File: src/rtl/hazard_ctrl_if.sv
// Pipeline status and hazard-control signals between the integer pipeline and hazard_ctrl.
interface hazard_ctrl_if #(
  parameter int unsigned INST_W = 32,
  parameter int unsigned CNT_W  = 32
);
  logic              cnt_clr;
  logic              id_valid;
  logic [INST_W-1:0] id_inst;
  logic              ex_valid;
  logic              ex_is_ld;
  logic [4:0]        ex_rd;
  logic              ex_br_taken;
  logic              dmem_req;
  logic              dmem_ack;

  logic              pc_we;
  logic              pc_sel_br;
  logic              ifid_we;
  logic              ifid_flush;
  logic              idex_bubble;
  logic              pipe_we;
  logic [CNT_W-1:0]  cnt_stall;
  logic [CNT_W-1:0]  cnt_flush;
  logic [CNT_W-1:0]  cnt_memwait;

  modport master (
    output cnt_clr, id_valid, id_inst, ex_valid, ex_is_ld, ex_rd,
           ex_br_taken, dmem_req, dmem_ack,
    input  pc_we, pc_sel_br, ifid_we, ifid_flush, idex_bubble, pipe_we,
           cnt_stall, cnt_flush, cnt_memwait
  );

  modport slave (
    input  cnt_clr, id_valid, id_inst, ex_valid, ex_is_ld, ex_rd,
           ex_br_taken, dmem_req, dmem_ack,
    output pc_we, pc_sel_br, ifid_we, ifid_flush, idex_bubble, pipe_we,
           cnt_stall, cnt_flush, cnt_memwait
  );
endinterface

File: src/rtl/hazard_ctrl.sv
// Load-use stall, branch flush and data-memory freeze control for the 5-stage RV64 pipeline,
// with saturating event counters.
module hazard_ctrl #(
  parameter int unsigned INST_W = 32,
  parameter int unsigned CNT_W  = 32
) (
  input logic          clk,
  input logic          rst,
  hazard_ctrl_if.slave bus
);
  localparam logic [6:0] LD      = 7'b0000011;
  localparam logic [6:0] SD      = 7'b0100011;
  localparam logic [6:0] BRANCH  = 7'b1100011;
  localparam logic [6:0] ALU_IMM = 7'b0010011;
  localparam logic [6:0] ALU     = 7'b0110011;

  typedef enum logic [1:0] {INIT = 2'd0, RUN = 2'd1, MEM_WAIT = 2'd2} state_t;

  state_t           state;
  state_t           state_nxt;
  logic [6:0]       opcode;
  logic [4:0]       rs1;
  logic [4:0]       rs2;
  logic             use_rs1;
  logic             use_rs2;
  logic             load_use;
  logic             br_take;
  logic             freeze;
  logic             pc_we;
  logic             pc_sel_br;
  logic             ifid_we;
  logic             ifid_flush;
  logic             idex_bubble;
  logic             pipe_we;
  logic             stall_evt;
  logic             flush_evt;
  logic             wait_evt;
  logic [CNT_W-1:0] cnt_stall;
  logic [CNT_W-1:0] cnt_flush;
  logic [CNT_W-1:0] cnt_memwait;
  logic             unused_inst_bits;

  assign opcode           = bus.id_inst[6:0];
  assign rs1              = bus.id_inst[19:15];
  assign rs2              = bus.id_inst[24:20];
  assign unused_inst_bits = ^{bus.id_inst[INST_W-1:25], bus.id_inst[14:7]};

  // Which register fields are real sources; rs2 of loads/immediates is immediate bits.
  always_comb begin : src_decode
    use_rs1 = 1'b0;
    use_rs2 = 1'b0;
    case (opcode)
      LD, ALU_IMM:     use_rs1 = 1'b1;
      SD, BRANCH, ALU: begin
        use_rs1 = 1'b1;
        use_rs2 = 1'b1;
      end
      default: ;
    endcase
  end

  assign load_use = bus.id_valid & bus.ex_valid & bus.ex_is_ld & (bus.ex_rd != 5'd0) &
                    ((use_rs1 & (rs1 == bus.ex_rd)) | (use_rs2 & (rs2 == bus.ex_rd)));
  assign br_take  = bus.ex_valid & bus.ex_br_taken;

  always_ff @(posedge clk) begin : state_reg
    if (rst) state <= INIT;
    else     state <= state_nxt;
  end

  always_comb begin : fsm_comb
    state_nxt   = RUN;
    freeze      = 1'b0;
    pc_we       = 1'b0;
    pc_sel_br   = 1'b0;
    ifid_we     = 1'b0;
    ifid_flush  = 1'b0;
    idex_bubble = 1'b0;
    pipe_we     = 1'b0;
    stall_evt   = 1'b0;
    flush_evt   = 1'b0;
    wait_evt    = 1'b0;
    if (rst || state == INIT) begin
      state_nxt   = rst ? INIT : RUN;
      ifid_flush  = 1'b1;
      idex_bubble = 1'b1;
    end else begin
      freeze = (state == MEM_WAIT) ? ~bus.dmem_ack : (bus.dmem_req & ~bus.dmem_ack);
      if (freeze) begin
        state_nxt = MEM_WAIT;
        wait_evt  = 1'b1;
      end else if (br_take) begin
        pc_sel_br   = 1'b1;
        pc_we       = 1'b1;
        ifid_we     = 1'b1;
        ifid_flush  = 1'b1;
        idex_bubble = 1'b1;
        pipe_we     = 1'b1;
        flush_evt   = 1'b1;
      end else if (load_use) begin
        idex_bubble = 1'b1;
        pipe_we     = 1'b1;
        stall_evt   = 1'b1;
      end else begin
        pc_we   = 1'b1;
        ifid_we = 1'b1;
        pipe_we = 1'b1;
      end
    end
  end

  // Saturating counters; clear and reset win over any event in the same cycle.
  always_ff @(posedge clk) begin : counters
    if (rst || bus.cnt_clr) begin
      cnt_stall   <= '0;
      cnt_flush   <= '0;
      cnt_memwait <= '0;
    end else begin
      if (stall_evt && (cnt_stall != '1))   cnt_stall   <= cnt_stall + CNT_W'(1);
      if (flush_evt && (cnt_flush != '1))   cnt_flush   <= cnt_flush + CNT_W'(1);
      if (wait_evt  && (cnt_memwait != '1)) cnt_memwait <= cnt_memwait + CNT_W'(1);
    end
  end

  assign bus.pc_we       = pc_we;
  assign bus.pc_sel_br   = pc_sel_br;
  assign bus.ifid_we     = ifid_we;
  assign bus.ifid_flush  = ifid_flush;
  assign bus.idex_bubble = idex_bubble;
  assign bus.pipe_we     = pipe_we;
  assign bus.cnt_stall   = cnt_stall;
  assign bus.cnt_flush   = cnt_flush;
  assign bus.cnt_memwait = cnt_memwait;
endmodule

File: src/flat_wrapper.sv
// flat-port wrapper written by rule: the top's interface ports become plain ports
module hazard_ctrl_flat 
#(
  parameter int unsigned INST_W = 32,
  parameter int unsigned CNT_W  = 32
)
  (clk, rst, bus_cnt_clr, bus_id_valid, bus_id_inst, bus_ex_valid, bus_ex_is_ld, bus_ex_rd, bus_ex_br_taken, bus_dmem_req, bus_dmem_ack, bus_pc_we, bus_pc_sel_br, bus_ifid_we, bus_ifid_flush, bus_idex_bubble, bus_pipe_we, bus_cnt_stall, bus_cnt_flush, bus_cnt_memwait);
  hazard_ctrl_if #(.INST_W(INST_W), .CNT_W(CNT_W)) bus_i ();
  input logic clk;
  input logic rst;
  input wire logic [$bits(bus_i.cnt_clr)-1:0] bus_cnt_clr;
  input wire logic [$bits(bus_i.id_valid)-1:0] bus_id_valid;
  input wire logic [$bits(bus_i.id_inst)-1:0] bus_id_inst;
  input wire logic [$bits(bus_i.ex_valid)-1:0] bus_ex_valid;
  input wire logic [$bits(bus_i.ex_is_ld)-1:0] bus_ex_is_ld;
  input wire logic [$bits(bus_i.ex_rd)-1:0] bus_ex_rd;
  input wire logic [$bits(bus_i.ex_br_taken)-1:0] bus_ex_br_taken;
  input wire logic [$bits(bus_i.dmem_req)-1:0] bus_dmem_req;
  input wire logic [$bits(bus_i.dmem_ack)-1:0] bus_dmem_ack;
  output wire logic [$bits(bus_i.pc_we)-1:0] bus_pc_we;
  output wire logic [$bits(bus_i.pc_sel_br)-1:0] bus_pc_sel_br;
  output wire logic [$bits(bus_i.ifid_we)-1:0] bus_ifid_we;
  output wire logic [$bits(bus_i.ifid_flush)-1:0] bus_ifid_flush;
  output wire logic [$bits(bus_i.idex_bubble)-1:0] bus_idex_bubble;
  output wire logic [$bits(bus_i.pipe_we)-1:0] bus_pipe_we;
  output wire logic [$bits(bus_i.cnt_stall)-1:0] bus_cnt_stall;
  output wire logic [$bits(bus_i.cnt_flush)-1:0] bus_cnt_flush;
  output wire logic [$bits(bus_i.cnt_memwait)-1:0] bus_cnt_memwait;
  assign bus_i.cnt_clr = bus_cnt_clr;
  assign bus_i.id_valid = bus_id_valid;
  assign bus_i.id_inst = bus_id_inst;
  assign bus_i.ex_valid = bus_ex_valid;
  assign bus_i.ex_is_ld = bus_ex_is_ld;
  assign bus_i.ex_rd = bus_ex_rd;
  assign bus_i.ex_br_taken = bus_ex_br_taken;
  assign bus_i.dmem_req = bus_dmem_req;
  assign bus_i.dmem_ack = bus_dmem_ack;
  assign bus_pc_we = bus_i.pc_we;
  assign bus_pc_sel_br = bus_i.pc_sel_br;
  assign bus_ifid_we = bus_i.ifid_we;
  assign bus_ifid_flush = bus_i.ifid_flush;
  assign bus_idex_bubble = bus_i.idex_bubble;
  assign bus_pipe_we = bus_i.pipe_we;
  assign bus_cnt_stall = bus_i.cnt_stall;
  assign bus_cnt_flush = bus_i.cnt_flush;
  assign bus_cnt_memwait = bus_i.cnt_memwait;
  hazard_ctrl #(.INST_W(INST_W), .CNT_W(CNT_W)) u_core (.clk(clk), .rst(rst), .bus(bus_i));
endmodule
File: config.mk
export PLATFORM = sky130hd
export DESIGN_NAME = hazard_ctrl_flat
export DESIGN_NICKNAME = d
export VERILOG_FILES = /design/src/rtl/hazard_ctrl_if.sv /design/src/rtl/hazard_ctrl.sv /design/src/flat_wrapper.sv
export SDC_FILE = /design/constraint.sdc
export NUM_CORES = 1
export LEC_CHECK = 0
export BUFFER_PORTS_ARGS = -buffer_cell sky130_fd_sc_hd__buf_4
export CORE_MARGIN = 2
export CORE_UTILIZATION = 52
export DETAILED_ROUTE_END_ITERATION = 10
export PLACE_DENSITY = 0.85
export SLEW_MARGIN = 10
export SYNTH_ARGS = -nofsm -noshare
export SYNTH_HDL_FRONTEND = slang
export SYNTH_SLANG_ARGS = --single-unit
File: constraint.sdc
create_clock -name clk -period 2.34 [get_ports clk]
set_input_delay 0.234 -clock clk [delete_from_list [all_inputs] [get_ports clk]]
set_output_delay 0.234 -clock clk [all_outputs]
set_load 0.005 [all_outputs]
### Word-level counts from Yosys, hierarchy flattened

Cells that the tools add are included.

| cells by class | value |
|---|---|
| mux-type cells | 24 |
| add/sub/neg operators | 3 |
| eq/ne operators | 11 |
| order comparisons | 0 |
| divide/modulo/power cells | 0 |
| multipliers | 0 |
| reduce and logical (&&, ||, !) cells | 10 |
| bitwise operators | 10 |
| shift-type cells | 0 |

Operator list:

| cell | number |
|---|---|
| 32-bit by 1-bit adder with 32-bit output (second input constant) | 3 |
| 32-bit inequality test (second input constant) | 3 |
| 1-bit two-way mux | 23 |
| 7-bit by 6-bit == test with 1-bit output (second input constant) | 2 |
| 5-bit == test | 2 |
| 1-bit AND | 8 |
| 7-bit by 2-bit == test with 1-bit output (second input constant) | 1 |
| 7-bit by 5-bit == test with 1-bit output (second input constant) | 1 |
| 7-bit == test (second input constant) | 1 |
| 5-bit nonzero test | 1 |
| 5-bit OR reduction | 1 |
| 1-bit logical AND | 3 |
| 3-bit OR reduction | 1 |
| 2-bit == test (second input constant) | 1 |
| 2-bit zero test | 1 |
| 1-bit logical OR | 2 |
| 2-bit two-way mux | 1 |
| 2-bit OR reduction | 1 |
| 1-bit inverter | 1 |
| 1-bit bitwise OR | 1 |

| storage, ports and cells | value |
|---|---|
| flip-flop bits (word level) | 98 |
| input port bits | 46 |
| bits in latches | 0 |
| memories | 0 |
| output and inout port bits | 102 |
| RAM bits | 0 |
| bits in read-only memories | 0 |

### Logic depth before layout (Yosys ltp)

Gate-level depths: netlist of the first run.

| depth | value |
|---|---|
| depth after elaboration | 11 |
| mapped depth | 8 |
| mapped depth without buffers | 7 |

### Least setup slack after synthesis of the first run

Ideal clock, no wire load.

| timing path | value |
|---|---|
| kind | reg-to-reg |
| from | reg u_core.cnt_memwait[25] (netlist: u_core.bus.cnt_memwait[25]) |
| to | reg u_core.cnt_memwait[12] (netlist: u_core.bus.cnt_memwait[12]) |
| path slack | 365 ps |
| arrival time | 1,847 ps |
| path buffers | 1 |
| stages on the path, launching flop included | 8 |
| required time | 2,212 ps |
| path through | dfxtp_1 nand4_2 or4_4 or3_1 buf_2 nand4_1 xor2_1 nor2_1 |

| on the way | value |
|---|---|
| longest elaborated chain between the ends | 2 |

Ends and longest elaborated chain:

| what | RTL line | text |
|---|---|---|
| from (decl) | hazard_ctrl.sv:40 | `logic [CNT_W-1:0] cnt_memwait;` |
| from (signal assigned) | hazard_ctrl.sv:121 | `if (wait_evt && (cnt_memwait != '1)) cnt_memwait <= cnt_memwait + CNT_W'(1);` |
| 32-bit inequality test | hazard_ctrl.sv:121 |  |
| 1-bit logical AND | hazard_ctrl.sv:121 |  |

No other way between the ends.
A chain may end at the register's enable or synchronous reset.

### Worst setup path in the final report of the first run

| timing path | value |
|---|---|
| from | reg u_core.cnt_stall[0] (netlist: u_core.bus.cnt_stall[0]) |
| to | reg u_core.cnt_stall[28] (netlist: u_core.bus.cnt_stall[28]) |

| on the way | value |
|---|---|
| longest elaborated chain between the ends | 2 |
| elaborated cells on any way between the ends | 3 |
| classes of those cells | add/sub: 1; eq/ne: 1; reduce/logical: 1 |

Ends and longest elaborated chain:

| what | RTL line | text |
|---|---|---|
| from (decl) | hazard_ctrl.sv:38 | `logic [CNT_W-1:0] cnt_stall;` |
| from (signal assigned) | hazard_ctrl.sv:119 | `if (stall_evt && (cnt_stall != '1)) cnt_stall <= cnt_stall + CNT_W'(1);` |
| branches (longest 2 deep; another with 32-bit by 1-bit adder with 32-bit output) | -- |  |

Several ways; the timed one is not identified.

==> results of run 1 <==
## per-stage QoR
stage               cell area, um2  power [mW]
finish                        6376       2.895
global route                  6376       2.991
CTS                           6367       2.915
detailed placement            6182       1.858
global placement              6182       1.854
floorplan                     4989       1.780
## cells in the final DEF (no fill, tap or decap), drive strengths merged, types with 4 or more instances in the layout
cell type	count
xnor2	20
or3	23
inv	11
nand3	44
buf	153
nor2	87
or4	10
a21oi	34
nand4b	4
xor2	49
and2	9
and4	12
o31ai	4
dfxtp	98
nand4	41
nand2	39
o21ai	26
nor4	4
nor3	11
or2	4
clkbuf	11
and3	20
## report_power, final
group	leakage (nW)	switching, mW	internal, mW
clock network	0.0856	0.583	0.492
logic	1.56	0.0811	0.0681
registers	0.789	0.00246	1.67
total	2.44	0.666	2.23
## logic make-up after synthesis
logic type	Yosys count	synth area share (%)
AO/OA/AOI/OAI	80	9.531
XOR/XNOR	69	12.11
adder cells (fa/ha/maj)	3	0.7525
buffers and inverters	35	3.160
flip-flops	98	39.33
multiplexers	3	0.6270
AND/OR/NAND/NOR	316	34.49
## timing repair
item	CTS	global route
gates resized for setup	0	1
hold buffers	0	0
endpoints found under the setup margin	0	7
## cell type report
class	count	area (um2)	area share (%)
clock buffers	11	131.4	2.060
clock inverters	4	53.80	0.8438
flip-flops and latches	98	1962	30.77
multi-input cells	471	2878	45.13
well taps	129	161.4	2.531
inverters	11	41.29	0.6476
repair buffers	153	1149	18.01
## metal layers
metal / track usage [%] / wire, um / vias to the layer above
met3: 5.267 / 957 / 19
met4: 9.744 / 221 / 0
li1: - / - / 2440
met5: 0 / 0 / -
met1: 30.04 / 5576 / 2344
met2: 44.13 / 6582 / 203
## cell usage after synthesis, types with 2 or more instances
cell	instances	area share (%)
a21boi_0	2	0.30
a21oi_1	34	3.4
a31o_2	3	0.53
and2_1	9	1.1
and3_1	20	2.5
and4_1	12	2.1
buf_2	6	0.60
buf_6	2	0.45
clkbuf_1	15	1.1
dfxtp_1	98	39
ha_1	3	0.75
inv_1	11	0.83
mux2i_1	2	0.40
nand2_1	39	2.9
nand2b_1	3	0.38
nand3_1	43	4.3
nand4_1	40	5.0
nand4b_1	4	0.70
nor2_1	87	6.5
nor2b_1	2	0.25
nor3_1	11	1.1
nor4_1	2	0.25
nor4_2	2	0.50
o211ai_1	2	0.30
o21a_1	2	0.30
o21ai_0	24	2.4
o21ai_1	2	0.20
o31ai_1	3	0.45
or2_2	4	0.50
or3_1	23	2.9
or4_1	8	1.2
or4_4	2	0.45
xnor2_1	20	3.5
xor2_1	49	8.6
## worst paths after layout
path,slack [ps],start,end,depth (start not counted)
worst min-delay path,120,rst,u_core.state[0]$_SDFF_PP0_,2
worst max-delay path,160,u_core.bus.cnt_stall[0]$_SDFFE_PP0P_,u_core.bus.cnt_stall[28]$_SDFFE_PP0P_,7
worst min register to register,500,u_core.bus.cnt_flush[1]$_SDFFE_PP0P_,u_core.bus.cnt_flush[1]$_SDFFE_PP0P_,2
worst max register to register,160,u_core.bus.cnt_stall[0]$_SDFFE_PP0P_,u_core.bus.cnt_stall[28]$_SDFFE_PP0P_,7
## critical path: cells and delay by family, from the launching register on
family	cells	cell delay [ps]
and+or+nand+nor	3	730
DFF	1	430
adders and majority gates	1	220
AOI/OAI and AO/OA	3	690
==> run metrics, run 1 <==
status=finished clean; Die Y=approximately 100 um; Final period util=roughly 93%; Top-Level Pins=148; Nets=793; Post-synth ARST share=0%; syn_nets=653; Worst-path clk slew=about 90 ps; area growth from synthesis to final layout=27.82%; antenna cell count=0; clk_lat worst skew=360 ps; Max Fclk=459.0 MHz; Critical Path End Type=flip-flop; Place WS=approximately 94 ps; vias in the first global route=4536; H-Tree Depth=3; Yosys warnings=0; Setup crit start kind=flip-flop; GR Util All Layers=25.10%; Worst EP arrival=2440 ps; Layout Utilization=68.68%; die area=10390 um2; Synth Register Bits=98; Power per Cell Area=454.0 nW/um2; drt first pass iters=5; die extent in x=101.9 um; filler cell count=728; worst-path cell chain=ha_1, nand3_1, nor2_1, a21boi_1, and3_1, a21oi_1, a31o_2; Setup CP Type=reg2reg; first-pass GRT wire length=~21000 um; most used flip-flop cell after synthesis=dfxtp_1; EDFF count, synth=0; Slowest-stage cell, CP=dfxtp_1; grt ovf=0; DPL Wire Length=9921 um; CP peak stage delay=430 ps; CTS tree=done; fin crit period=2179 ps; max-slew violations=0; post-CTS setup buffers=0; layout cells sized above 1=around 25%; CP max FO=7; Row Count=35; core box area=9284 um2; Post-route DRC=0; Cells after Synth=a little over 600; largest net degree at the start of global routing=37; Cell Area, Synth=4989 um2; Slew @ Worst Pin=~700 ps; Peak supply drop=about 260 uV; Vias/cell=approximately 5.7; drt initial violations=210; RSZ-0062 raised after global routing=no; wire per inst=between 15 and 20 um; Sinks on Clock Net=98; sequential share of the synthesized area=roughly two fifths; number of CTS-inserted buffers=9; vias=5006; worst relative slew slack=53.46%; data required time at the worst endpoint=around 2600 ps; registers with the most flip-flops=u_core.bus.cnt_flush (32), u_core.bus.cnt_memwait (32), u_core.bus.cnt_stall (32); final non-filler cell total=a little under 900; Port Buffer Count=132; Yosys cell types=49; Syn Area/Cell=8.259 um2; Max Cap Viol=0; Total Neg Setup Slack=0 ps; gp weighted congestion=0.8791; final setup skew=approximately 11 ps; Hold Violations, Final=0; Lkg Pwr=2.436 nW; Root Buffer=clkbuf_8; Post-Place Cells=about 860; Post-Route WL=13340 um; initial antenna violation count=0; Final WS setup=161.3 ps; worst hold path class=in2reg; worst hold slack=121.9 ps; clk buf depth=2; Final setup viols=0; initial core utilization=53.73%; Detail Route Antenna Nets=0
Note: power is estimated with default switching activity, not from simulation.
==> inputs of run 2 (changes only) <==
--- a/config.mk
+++ b/config.mk
@@ -6,10 +6,10 @@
 export NUM_CORES = 1
 export LEC_CHECK = 0
 export BUFFER_PORTS_ARGS = -buffer_cell sky130_fd_sc_hd__buf_4
-export CORE_MARGIN = 2
 export CORE_UTILIZATION = 52
 export DETAILED_ROUTE_END_ITERATION = 10
 export PLACE_DENSITY = 0.85
+export REMOVE_ABC_BUFFERS = 1
 export SLEW_MARGIN = 10
 export SYNTH_ARGS = -nofsm -noshare
 export SYNTH_HDL_FRONTEND = slang
==> run 2 against run 1 <==
Die area down 3.9%. Core utilization about the same. Power up 0.84%. Maximum frequency up 0.83%. Via count down 0.90%. Final cell count down 0.11%. Non-clock buffer count down 2. First-iteration DRC count down 21%. Sequential cell count unchanged.
==> run metrics, run 2 (synthesis gave the netlist of run 1 again) <==
Sinks on Clock Net=98; RSZ-0062 raised after global routing=no; clk_lat worst skew=between 300 and 400 ps; registers with the most flip-flops=u_core.bus.cnt_flush (32), u_core.bus.cnt_memwait (32), u_core.bus.cnt_stall (32); H-Tree Depth=3; worst-path cell chain=nand4_2, or4_4, or3_1, nand4b_1, xor2_1, nor2_1; vias=roughly 5000; commonest non-fill, non-tap cells in the layout=buf_4, dfxtp_1, nor2_1; CTS tree=done; Bufs and invs on worst path=0; max-slew violations=0; worst relative slew slack=52.61%; number of CTS-inserted buffers=9; Detail Route Antenna Nets=0; layout cells sized above 1=25.03%; flop2flop setup slack=180 ps; Post-route DRC=0; Crit path depth=6; Top-Level Pins=between 100 and 150; FF-to-FF path depth=6; Final period util=between 90% and 100%; drt initial violations=roughly 170; Max Fclk=462.8 MHz; Max Cap Viol=0; status=finished clean; Nets=791; initial core utilization=53.73%; largest net degree at the start of global routing=47; Hold Violations, Final=0; Reg area=between 1500 and 2000 um2; Row Count=35; grt ovf=0; area growth from synthesis to final layout=27.74%; Setup crit start kind=flip-flop; Min-Delay Path Depth=2; final setup skew=17.16 ps; drt first pass iters=4; Power per Cell Area=458.1 nW/um2; GR Util All Layers=roughly a quarter; Switching Power=0.6828 mW; CP top delay family=simple AND/OR/NAND/NOR gates; post-CTS setup buffers=0; Critical Path End Type=flip-flop; Lkg Pwr=around 2.4 nW; core box area=9284 um2; Peak supply drop=between 200 and 300 uV; Total Neg Setup Slack=0 ps; Multi-input gate area=2880 um2; Reg power frac=~57%; Post-Route WL=12730 um; antenna cell count=0; vias in the first global route=4546; DPL Wire Length=slightly above 9000 um; part of the power in combinational logic=5.1%; Final setup viols=0; FF-to-FF Start=u_core.bus.cnt_memwait[25]$_SDFFE_PP0P_; die extent in x=99.95 um; Slowest-stage cell, CP=or4_4; total power=2.919 mW; Port Buffer Count=132; Worst-path clk slew=about 90 ps; first-pass GRT wire length=20700 um; worst hold path class=in2reg; clk buf depth=2; Worst EP arrival=roughly 2400 ps; Sw Ratio=roughly a quarter; die area=between 9000 and 10000 um2; filler cell count=786; wire per inst=14.54 um; Slew @ Worst Pin=roughly 710 ps; hold wc startpoint=rst; commonest non-fill, non-tap cell in the layout=buf_4; fin crit period=2161 ps; Vias/cell=5.663; Die Y=99.95 um; data required time at the worst endpoint=2570 ps; CP max FO=6; CP peak stage delay=600 ps; clock network fraction of total power=between 30% and 40%; WHS Endpoint=u_core.state[0]$_SDFF_PP0_; gp weighted congestion=between 0.9 and 1; Internal=2.236 mW; Root Buffer=clkbuf_8; Setup CP Type=reg2reg; end of the worst register-to-register path=u_core.bus.cnt_memwait[5]$_SDFFE_PP0P_; initial antenna violation count=0
[run 2: routing by layer]
layer | global-route usage (%) | part of all wire (%)
met5 | 0 | 0
met4 | 9.389 | 2.0
met2 | 43.82 | 48
met3 | 5.571 | 6.9
met1 | 31.11 | 43
[run 2: stage by stage]
stage,util [%],cells,hold WS (ps),setup WS [ps],cell area (um2)
floorplan,-,580,306.4,139.8,4872
global placement,66.43,860,486.1,160.5,6167
detailed placement,66.43,860,495.0,72.73,6167
CTS,68.52,876,154.5,128.1,6361
global route,68.64,876,161.2,2.073,6372
finish,68.64,876,161.8,179.4,6372
[run 2: layout make-up]
type,count,area share [%]
clock buffers,10,2.003
clock inverters,6,1.041
inverters,11,0.6479
multi-input cells,471,45.20
flip-flops and latches,98,30.79
well taps,129,2.533
repair buffers,151,17.79
[run 2: power by group through the flow]
| stage | Combinational (mW) | Clock (mW) | Sequential, mW |
|---|---|---|---|
| CTS | 0.148 | 1.12 | 1.67 |
| global placement | 0.143 | 0 | 1.71 |
| detailed placement | 0.147 | 0 | 1.71 |
| floorplan | 0.0610 | 0 | 1.71 |
| global route | 0.163 | 1.18 | 1.67 |
| finish | 0.149 | 1.10 | 1.67 |
[run 2: worst max-delay path by stage]
stage	end	slack, ps	from
finish	u_core.bus.cnt_memwait[5]$_SDFFE_PP0P_	180	u_core.bus.cnt_memwait[25]$_SDFFE_PP0P_
global route	u_core.bus.cnt_stall[27]$_SDFFE_PP0P_	2	u_core.bus.cnt_stall[8]$_SDFFE_PP0P_
CTS	u_core.bus.cnt_flush[7]$_SDFFE_PP0P_	130	u_core.state[0]$_SDFF_PP0_
detailed placement	u_core.bus.cnt_stall[31]$_SDFFE_PP0P_	70	bus_ex_rd[3]
global placement	u_core.bus.cnt_flush[7]$_SDFFE_PP0P_	160	bus_dmem_ack
floorplan	u_core.bus.cnt_flush[17]$_SDFFE_PP0P_	140	u_core.bus.cnt_flush[2]$_SDFFE_PP0P_
[run 2: worst register-to-register path: cells and delay by family (launching register included)]
kind | cells | cell delay [ps]
flip-flops | 1 | 430
AND/OR/NAND/NOR | 5 | 1450
XOR/XNOR | 1 | 150
[run 2: repair_timing]
| action | CTS | global route |
|---|---|---|
| endpoints found under the hold margin | 0 | 0 |
| setup endpoints to repair | 0 | 5 |
| resized for setup | 0 | 3 |
| hold buffers | 0 | 0 |
